**src/rtl/c17_chk_pkg.sv**
```systemverilog
// Shared types and constants for the c17 response checker and its MISR.
package c17_chk_pkg;

    typedef enum logic [1:0] {
        IDLE = 2'd0,
        RUN  = 2'd1,
        DONE = 2'd2
    } chk_state_e;

    // Plain-vector state codes keep the FSM readable by older tools.
    localparam logic [1:0] ST_IDLE = IDLE;
    localparam logic [1:0] ST_RUN  = RUN;
    localparam logic [1:0] ST_DONE = DONE;

    localparam logic [15:0] MISR_POLY = 16'h1021;

endpackage

```
**src/rtl/c17_resp_misr.sv**
```systemverilog
// Serial-shift MISR that folds each accepted response into a running signature.
module c17_resp_misr
    import c17_chk_pkg::*;
#(
    parameter int DIN_W = 2,
    parameter int SIG_W = 16
) (
    input  logic             clk,
    input  logic             rst_n,
    input  logic             clr,
    input  logic             en,
    input  logic [DIN_W-1:0] din,
    output logic [SIG_W-1:0] sig
);

    localparam logic [SIG_W-1:0] POLY = SIG_W'(MISR_POLY);

    logic [SIG_W-1:0] sig_q;
    logic [SIG_W-1:0] sig_d;

    // Clear wins over accumulate so a restart never folds in a stale sample.
    always_comb begin
        sig_d = sig_q;
        if (clr) begin
            sig_d = '0;
        end else if (en) begin
            sig_d = {sig_q[SIG_W-2:0], 1'b0}
                  ^ (sig_q[SIG_W-1] ? POLY : '0)
                  ^ SIG_W'(din);
        end
    end

    always_ff @(posedge clk or negedge rst_n) begin
        if (!rst_n) begin
            sig_q <= '0;
        end else begin
            sig_q <= sig_d;
        end
    end

    assign sig = sig_q;

endmodule

```
**config.mk**
```make
export PLATFORM = sky130hd
export DESIGN_NAME = c17_resp_misr
export DESIGN_NICKNAME = d
export VERILOG_FILES = /design/src/rtl/c17_chk_pkg.sv /design/src/rtl/c17_resp_misr.sv
export SDC_FILE = /design/constraint.sdc
export NUM_CORES = 1
export LEC_CHECK = 0
export CAP_MARGIN = 40
export CORE_MARGIN = 2
export CORE_UTILIZATION = 25
export DETAILED_ROUTE_END_ITERATION = 16
export PLACE_DENSITY = 0.45
export SYNTH_ARGS = -nofsm -noshare
export SYNTH_HDL_FRONTEND = slang
export SYNTH_SLANG_ARGS = --single-unit
```
**constraint.sdc**
```tcl
create_clock -name clk -period 1 [get_ports clk]
set_clock_uncertainty 0.05 [all_clocks]
set_input_delay 0.25 -clock clk [delete_from_list [all_inputs] [get_ports clk]]
set_output_delay 0.25 -clock clk [all_outputs]
set_load 0.05 [all_outputs]
```
* After elaboration in Yosys (flattened, before gate mapping) *
Index checks and enable logic that the tools add are counted.

cells by class
  muxes and demuxes = 3
  bitwise logic cells = 2
  reduce and logical (&&, ||, !) cells = 1

operator list
  kind                count
  $mux W16            2
  $xor A16 B13 Y16    1
  $xor A16 B2 Y16     1
  $mux W13            1
  $reduce_bool A2 Y1  1

storage, ports and cells
  flip-flop bits (word level) = 16
  input port bits = 6

* Logic depth before layout (Yosys ltp) *
Gate-level depths: netlist (run 1).

  word-level depth = 5
  depth in mapped cells = 3
  gate-level depth less buffers = 2

* Least setup slack after synthesis (run 1) *
No wires, ideal clock.

  kind = reg2reg
  from = reg sig_q[15], in the netlist sig[15]
  to = reg sig_q[0], in the netlist sig[0]
  setup time = 0.094 ns
  arrival time = 1.042 ns
  required time = 0.856 ns
  slack = -0.186 ns
  stages on the path, launching flop included = 3
  buffers on the path = 0
  cells stage by stage = dfrtp_1 -> xnor2_1 -> a211oi_1

on the way
  longest elaborated chain between the ends = 5

RTL lines
  item                      RTL line             text
  start: declaration        c17_resp_misr.sv:18  logic [SIG_W-1:0] sig_q;
  start signal: assignment  c17_resp_misr.sv:37  sig_q <= sig_d;
  $mux W13                  c17_resp_misr.sv:28  ^ (sig_q[SIG_W-1] ? POLY : '0)
  $xor A16 B13 Y16          c17_resp_misr.sv:28
  $xor A16 B2 Y16           c17_resp_misr.sv:29  ^ SIG_W'(din);
  $mux W16                  c17_resp_misr.sv:26  end else if (en) begin
  $mux W16                  c17_resp_misr.sv:24  if (clr) begin

No other way between the ends. The select of a mux whose other input is x is not followed.
A chain may end at the register's enable or synchronous reset.

* Final worst setup path (run 1) *
  from = reg sig_q[15], in the netlist sig[15]
  to = out sig[15]

RTL lines
  item              RTL line             text
  end: declaration  c17_resp_misr.sv:13  output logic [SIG_W-1:0] sig

No word-level cell between the ends.

==> results_dict.tcl, run 1 <==
set metrics [dict create \
    tightest_slew_ps 145.8 \
    gp_congestion 0.6562 \
    place_area_mm2 0.001117 \
    relSlewSlack_pct 90.00 \
    finalCriticalPeriod_ps 1186 \
    ys_types 8 \
    finalHoldViolCount 0 \
    rr_startpoint "sig[15]" \
    synth_area_um2 666.9 \
    final-setup-viol-count 20 \
    clk_pin_slew_ps 100 \
    syn_to_final_growth_pct 104.7 \
    dieArea_mm2 0.003097 \
    critPathRequiredTime_ps 700 \
    clock.fmax_ghz 0.8431 \
    antenna_found_initial 0 \
    avgSynthCellArea_um2 11.91 \
    die_h_um 55.65 \
    rsz0062_at_grt "yes" \
    slew_viol_final 0 \
    max_stage_delay_ps 450 \
    diodes 0 \
    row_count 18 \
    met3_usage_pct 2.791 \
    post_drt_wl_per_cell_um 11.91 \
    grt_max_degree 17 \
    seq_area_frac_synth_pct 60.04 \
    port_buffers 21 \
    largest_reg_flops 16 \
    powerDensity_mw_per_mm2 1044 \
    place_ws_ps -375.1 \
    hold_buffers 0 \
    cp_slowest_cell "dfrtp_2" \
    end_kind "output port" \
    dp_hpwl_um 977.5 \
    top_usage_layer "met1" \
    drive_gt1_share_pct 55.67 \
    whs_ps 240.5 \
    cp-startpoint "sig[15]" \
    critical_path_class "reg -> out" \
    finalNetCount 104 \
    clk_latency_ps 290 \
    cp_top_family "flip-flops" \
    setup_ws_ps -186.2 \
    dr.pass1.iters 2 \
    initial_core_util_pct 26.68 \
    critPathBufInv 1 \
    syn-instance-count 56 \
    placed_cells 107 \
    via_per_inst 4.402 \
    drt_iter0_markers 2 \
    grtUsageTotal_pct 11.12 \
    arrival_ps 890 \
    final_common_cell "buf_12" \
    final_cell_mix "buf_12, nor2_1, buf_4" \
    cts_buffers 3 \
    yosys_warnings 0 \
    drc 0 \
    instances_no_fill 127 \
    cts_root_buf "clkbuf_4" \
    start_kind "flop" \
    worst-path-stages 1 \
    status "finished, violations left" \
    grt_pass1_wl_um 2615 \
    drtAntennaViolNets 0 \
    dieWidth_um 55.65 \
    fin_crit_sh_pct 118.6 \
    crit_chain "buf_12" \
    grt-ovfl-total 0 \
    h-tree-depth 1 \
    ir_worst_vdd_mv 0.7116 \
    grt.met2_usage_pct 14.63 \
    max_cap_violations 0 \
    totalPowerFinal_uw 1426 \
    core_mm2 0.002500 \
    clockBufferDepth 2 \
    final_cell_area_mm2 0.001365 \
    p_leak_uw 0.0006340 \
    groute.layer.met1.usage_pct 16.32 \
    cts.sinks 16 \
    grt_pass1_vias 569 \
    critPathMaxFanout 2 \
    cts_tree "yes" \
    syn_nets 62 \
    postSynthRegisterBits 16 \
    hp-class "in -> async" \
    num_vias 559 \
    rr_worst_depth 3 \
    drt_wl_total_um 1513 \
    violations "negative setup slack" \
    boundaryPins 22 \
]
==> stage by stage <==
stage	utilization, %	TNS, ps
final	54.60	-2977
after detailed placement	44.69	-5684
after global routing	54.60	-3749
after global placement	44.69	-5511
after floorplan	-	-39.01
after CTS	52.05	-3090
==> Yosys cell counts, drive strengths merged <==
master  count  area, um2
dfrtp      16      400.4
nor2       16      60.06
mux2i      12      120.1
a211oi      4      30.03
xnor2       4      35.03
buf         3      17.52
clkbuf      1      3.750
==> kinds of logic after synthesis <==
logic type                after synthesis  synth area share, %
DFF                                    16                60.04
and+or+nand+nor                        16                9.006
muxes                                  12                18.01
AOI/OAI and AO/OA                       4                4.503
xor gates and xnor gates                4                5.253
buffers and inverters                   4                3.189
==> power by group <==
part / total, uW / leakage [uW] / internal (uW) / switching, uW
logic: 310 / 0.000404 / 169 / 141
clock network: 431 / 0.0000210 / 222 / 209
registers: 685 / 0.000209 / 665 / 19.7
==> final timing paths <==
check	endpoint	slack [ps]
setup reg to reg	sig[12]	-80
min in group clk	sig[15]	530
hold / removal	sig[15]	240
max in group asynchronous	sig[5]	530
setup / recovery	sig[15]	-190
hold reg to reg	sig[7]	580
==> layer usage <==
layer / up-vias / share of wire, %
met5: - / 0
met4: 0 / 1.8
met3: 4 / 5.6
met2: 18 / 43
met1: 266 / 50
li1: 271 / -
==> final cells by class <==
class	instances	area, um2
Clock buffer	4	36.28
Tap cell	30	37.54
Multi-Input combinational cell	36	301.5
Sequential cell	16	409.1
Timing Repair Buffer	41	580.6
Fill cell	226	1135
==> what timing repair did <==
action                     4_1_cts  5_1_grt
setup buffers                   15        1
resized for setup                2       11
pin swaps                        0        6
setup endpoints to repair       32       20
gates cloned                     1        0
Power figures use the tool's default switching activity.
==> run 2: changes to the inputs <==
--- a/config.mk
+++ b/config.mk
@@ -9,7 +9,8 @@
 export CORE_MARGIN = 2
 export CORE_UTILIZATION = 25
 export DETAILED_ROUTE_END_ITERATION = 16
-export PLACE_DENSITY = 0.45
+export DONT_BUFFER_PORTS = 1
+export PLACE_DENSITY = 0.46
 export SYNTH_ARGS = -nofsm -noshare
 export SYNTH_HDL_FRONTEND = slang
 export SYNTH_SLANG_ARGS = --single-unit
==> results_dict.tcl, run 2 (synthesis results as in run 1) <==
set metrics [dict create \
    slew_viol_final 0 \
    final_common_cell "nor2_1" \
    tightest_slew_ps 732.2 \
    relSlewSlack_pct 51.19 \
    max_stage_delay_ps 440 \
    rrSetupSlack_ps -70 \
    largest_reg_flops 16 \
    drive_gt1_share_pct 55.43 \
    hp-class "in -> async" \
    finalHoldViolCount 0 \
    antenna_found_initial 0 \
    grt_pass1_vias 612 \
    post_drt_wl_per_cell_um 13.33 \
    critical_path_class "reg -> out" \
    final_cell_mix "nor2_1, buf_12, buf_6" \
    max_cap_violations 0 \
    drt_iter0_markers 8 \
    dr.pass1.iters 4 \
    diodes 0 \
    fill_cells 226 \
    syn_to_final_growth_pct 91.56 \
    boundaryPins 22 \
    grt-ovfl-total 0 \
    cts_tree "yes" \
    cts_root_buf "clkbuf_4" \
    fin_crit_sh_pct 119.0 \
    ir_worst_vdd_mv 0.7257 \
    grt_max_degree 18 \
    powerDensity_mw_per_mm2 1055 \
    grtUsageTotal_pct 11.92 \
    grt_pass1_wl_um 2898 \
    cp_slowest_cell "dfrtp_1" \
    clk_latency_ps 280 \
    instances_no_fill 122 \
    initial_core_util_pct 26.68 \
    clk_pin_slew_ps 90 \
    crit_chain "buf_12" \
    critPathMaxFanout 2 \
    drt_wl_total_um 1626 \
    num_vias 538 \
    gp_congestion 0.6861 \
    die_h_um 55.65 \
    port_buffers 0 \
    setup_ws_ps -190.4 \
    status "finished, violations left" \
    totalPowerFinal_uw 1348 \
    clockBufferDepth 2 \
    h-tree-depth 1 \
    via_per_inst 4.410 \
    end_kind "output port" \
    row_count 18 \
    cp_top_family "flip-flops" \
    finalNetCount 99 \
    drc 0 \
    critPathRequiredTime_ps 700 \
    p_leak_uw 0.0005955 \
    cts.sinks 16 \
    placed_cells 98 \
    critPathBufInv 1 \
    finalCriticalPeriod_ps 1190 \
    violations "negative setup slack" \
    arrival_ps 890 \
    rsz0062_at_grt "yes" \
    clock.fmax_ghz 0.8401 \
    drtAntennaViolNets 0 \
    dieWidth_um 55.65 \
    core_mm2 0.002500 \
    final-setup-viol-count 25 \
    dieArea_mm2 0.003097 \
    cts_buffers 3 \
    start_kind "flop" \
]
run 2: worst paths after layout:
kind | start | end | depth (start not counted)
setup / recovery | sig[6] | sig[6] | 1
hold / removal | rst_n | sig[7] | 1
setup reg to reg | sig[4] | sig[5] | 3
hold reg to reg | sig[5] | sig[6] | 2
max in group asynchronous | rst_n | sig[11] | 1
min in group clk | en | sig[8] | 2
run 2: timing repair:
item / CTS / global route
hold buffers: 3 / 0
pin swaps: 0 / 3
hold endpoints to repair: 32 / 0
resized for setup: 2 / 21
buffers inserted: 13 / 5
endpoints found under the setup margin: 16 / 48
run 2: layout make-up:
cell class	instances	area, um2	share of cell area (%)
multi-input combinational	36	284.0	22.23
timing repair buffer	36	510.5	39.96
sequential	16	409.1	32.03
clock buffer	4	36.28	2.840
tap	30	37.54	2.938
run 2: layer usage:
metal / part of all wire, % / up-vias / track usage, %
li1: - / 260 / -
met1: 42 / 263 / 13.70
met2: 52 / 13 / 20.07
met3: 4.9 / 2 / 3.256
met4: 0.80 / 0 / 6.272
met5: 0 / - / 0
run 2: through the flow:
step                setup WS, ps  cell area [um2]  setup TNS (ps)  hold slack, ps  util, %
floorplan                 -18.50            675.6          -39.01          -95.59        -
global placement           93.21            987.2               0          -95.18    39.49
detailed placement         43.67            987.2               0          -95.16    39.49
CTS                       -203.6             1159           -6100           58.86    46.35
global route              -229.3             1277           -4232           65.78    51.10
finish                    -190.4             1277           -2993           32.40    51.10
run 2: power breakdown:
group	switching, uW	internal (uW)	leakage (uW)
Clock	196	221	0.0000210
Combinational	122	123	0.000366
Sequential	19.7	665	0.000209
==> run 3: changes to the inputs <==
--- a/config.mk
+++ b/config.mk
@@ -6,11 +6,13 @@
 export NUM_CORES = 1
 export LEC_CHECK = 0
 export CAP_MARGIN = 40
+export CELL_PAD_IN_SITES_DETAIL_PLACEMENT = 2
+export CELL_PAD_IN_SITES_GLOBAL_PLACEMENT = 2
 export CORE_MARGIN = 2
 export CORE_UTILIZATION = 25
 export DETAILED_ROUTE_END_ITERATION = 16
 export DONT_BUFFER_PORTS = 1
-export PLACE_DENSITY = 0.46
+export PLACE_DENSITY = 0.62
 export SYNTH_ARGS = -nofsm -noshare
 export SYNTH_HDL_FRONTEND = slang
 export SYNTH_SLANG_ARGS = --single-unit
==> results_dict.tcl, run 3 (synthesis results as in run 1) <==
set metrics [dict create \
    critical_path_class "reg -> out" \
    gp_congestion 0.6267 \
    finalNetCount 95 \
    p_leak_uw 0.0005655 \
    rr_worst_depth 3 \
    rsz0062_at_grt "yes" \
    antenna_found_initial 0 \
    dr.pass1.iters 2 \
    cts_root_buf "clkbuf_4" \
    max_stage_delay_ps 440 \
    min_path_cells 1 \
    arrival_ps 900 \
    power.share.clock_pct 32.2 \
    p_int_uw 998.6 \
    place_area_um2 974.7 \
    max_cap_violations 0 \
    worst-path-stages 1 \
    diodes 0 \
    die_h_um 55.65 \
    fill_cells 237 \
    initial_core_util_pct 26.68 \
    relSlewSlack_pct 51.45 \
    slew_viol_final 0 \
    final_cell_mix "nor2_1, buf_12, mux2i_1" \
    swShare_pct 25.00 \
    h-tree-depth 1 \
    syn_to_final_growth_pct 82.74 \
    place_ws_ps 59.68 \
    drive_gt1_share_pct 55.68 \
    largest_reg_flops 16 \
    finalSetupTns_ps -3095 \
    clockBufferDepth 2 \
    ir_worst_vdd_mv 1.198 \
    drt_wl_total_um 1897 \
    num_vias 532 \
    boundaryPins 22 \
    via_per_inst 4.508 \
    clk_pin_slew_ps 100 \
    p_comb_share_pct 16.4 \
    final-setup-viol-count 21 \
    whs_ps -51.53 \
    end_kind "output port" \
    crit_chain "buf_12" \
    final_common_cell "nor2_1" \
    drt_iter0_markers 2 \
    grt_pass1_vias 595 \
    drc 0 \
    cts.sinks 16 \
    tightest_slew_ps 728.3 \
    critPathRequiredTime_ps 700 \
    powerDensity_mw_per_mm2 1092 \
    start_kind "flop" \
    port_buffers 0 \
    post_drt_wl_per_cell_um 16.08 \
    dp_hpwl_um 1096 \
    violations "negative hold slack, negative setup slack" \
    finalHoldViolCount 16 \
    grt_pass1_wl_um 3001 \
    final_cell_area_mm2 0.001219 \
    cp_top_family "flip-flops" \
    grtUsageTotal_pct 12.54 \
    fin_crit_sh_pct 119.8 \
    clk_latency_ps 290 \
    critPathBufInv 1 \
    critPathMaxFanout 3 \
    dieArea_mm2 0.003097 \
    finalCriticalPeriod_ps 1198 \
    hp-class "in -> reg" \
    row_count 18 \
    core_mm2 0.002500 \
    status "finished, violations left" \
    clock.fmax_ghz 0.8347 \
    cp_slowest_cell "dfrtp_1" \
    hold_buffers 1 \
    power.share.sequential_pct 51.4 \
    p_sw_uw 332.8 \
    grt-ovfl-total 0 \
    cts_buffers 3 \
    setup_ws_ps -198.0 \
    cts_tree "yes" \
    drtAntennaViolNets 0 \
    grt_max_degree 21 \
    dieWidth_um 55.65 \
]
-- run 3: layout make-up --
type,instances,area (um2),share of cell area (%)
Multi-Input combinational cell,36,297.8,24.44
Clock buffer,4,36.28,2.977
Tap cell,30,37.54,3.080
Timing Repair Buffer,32,437.9,35.93
Sequential cell,16,409.1,33.57
-- run 3: path summary, 6_finish.rpt --
path / slack, ps / to / startpoint
worst min-delay path: -50 / sig[5] / clr
max in group asynchronous: 360 / sig[12] / rst_n
worst max-delay path: -200 / sig[2] / sig[2]
worst max register to register: -150 / sig[0] / sig[15]
min in group asynchronous: 20 / sig[15] / rst_n
worst min register to register: 560 / sig[6] / sig[5]
-- run 3: metrics by stage --
stage	utilization [%]	instances	hold WS, ps	power [uW]
detailed placement	38.99	98	-95.14	864.9
finish	48.75	118	-51.53	1331
floorplan	-	56	-95.59	810.7
global placement	38.99	98	-95.21	861.8
global route	48.75	118	-79.24	1390
CTS	44.74	115	-58.53	1333
-- run 3: power groups by stage --
stage	clock (uW)	sequential [uW]	combinational, uW
finish	428	685	218
detailed placement	0	702	163
floorplan	0	750	60.2
global route	473	688	229
CTS	449	686	197
global placement	0	701	161
-- run 3: layer usage --
layer | share of wire, % | vias up | routed length, um | track usage [%]
li1 | - | 250 | - | -
met1 | 42 | 270 | 801 | 14.85
met2 | 52 | 10 | 995 | 20.75
met3 | 4.5 | 2 | 85 | 5.581
met4 | 0.74 | 0 | 14 | 3.136
met5 | 0 | - | 0 | 0
-- run 3: repair_timing --
| action | in CTS | in global routing |
|---|---|---|
| hold endpoints to repair | 32 | 16 |
| pin swaps | 0 | 6 |
| resized for setup | 2 | 15 |
| buffers inserted | 12 | 4 |
| endpoints found under the setup margin | 16 | 36 |
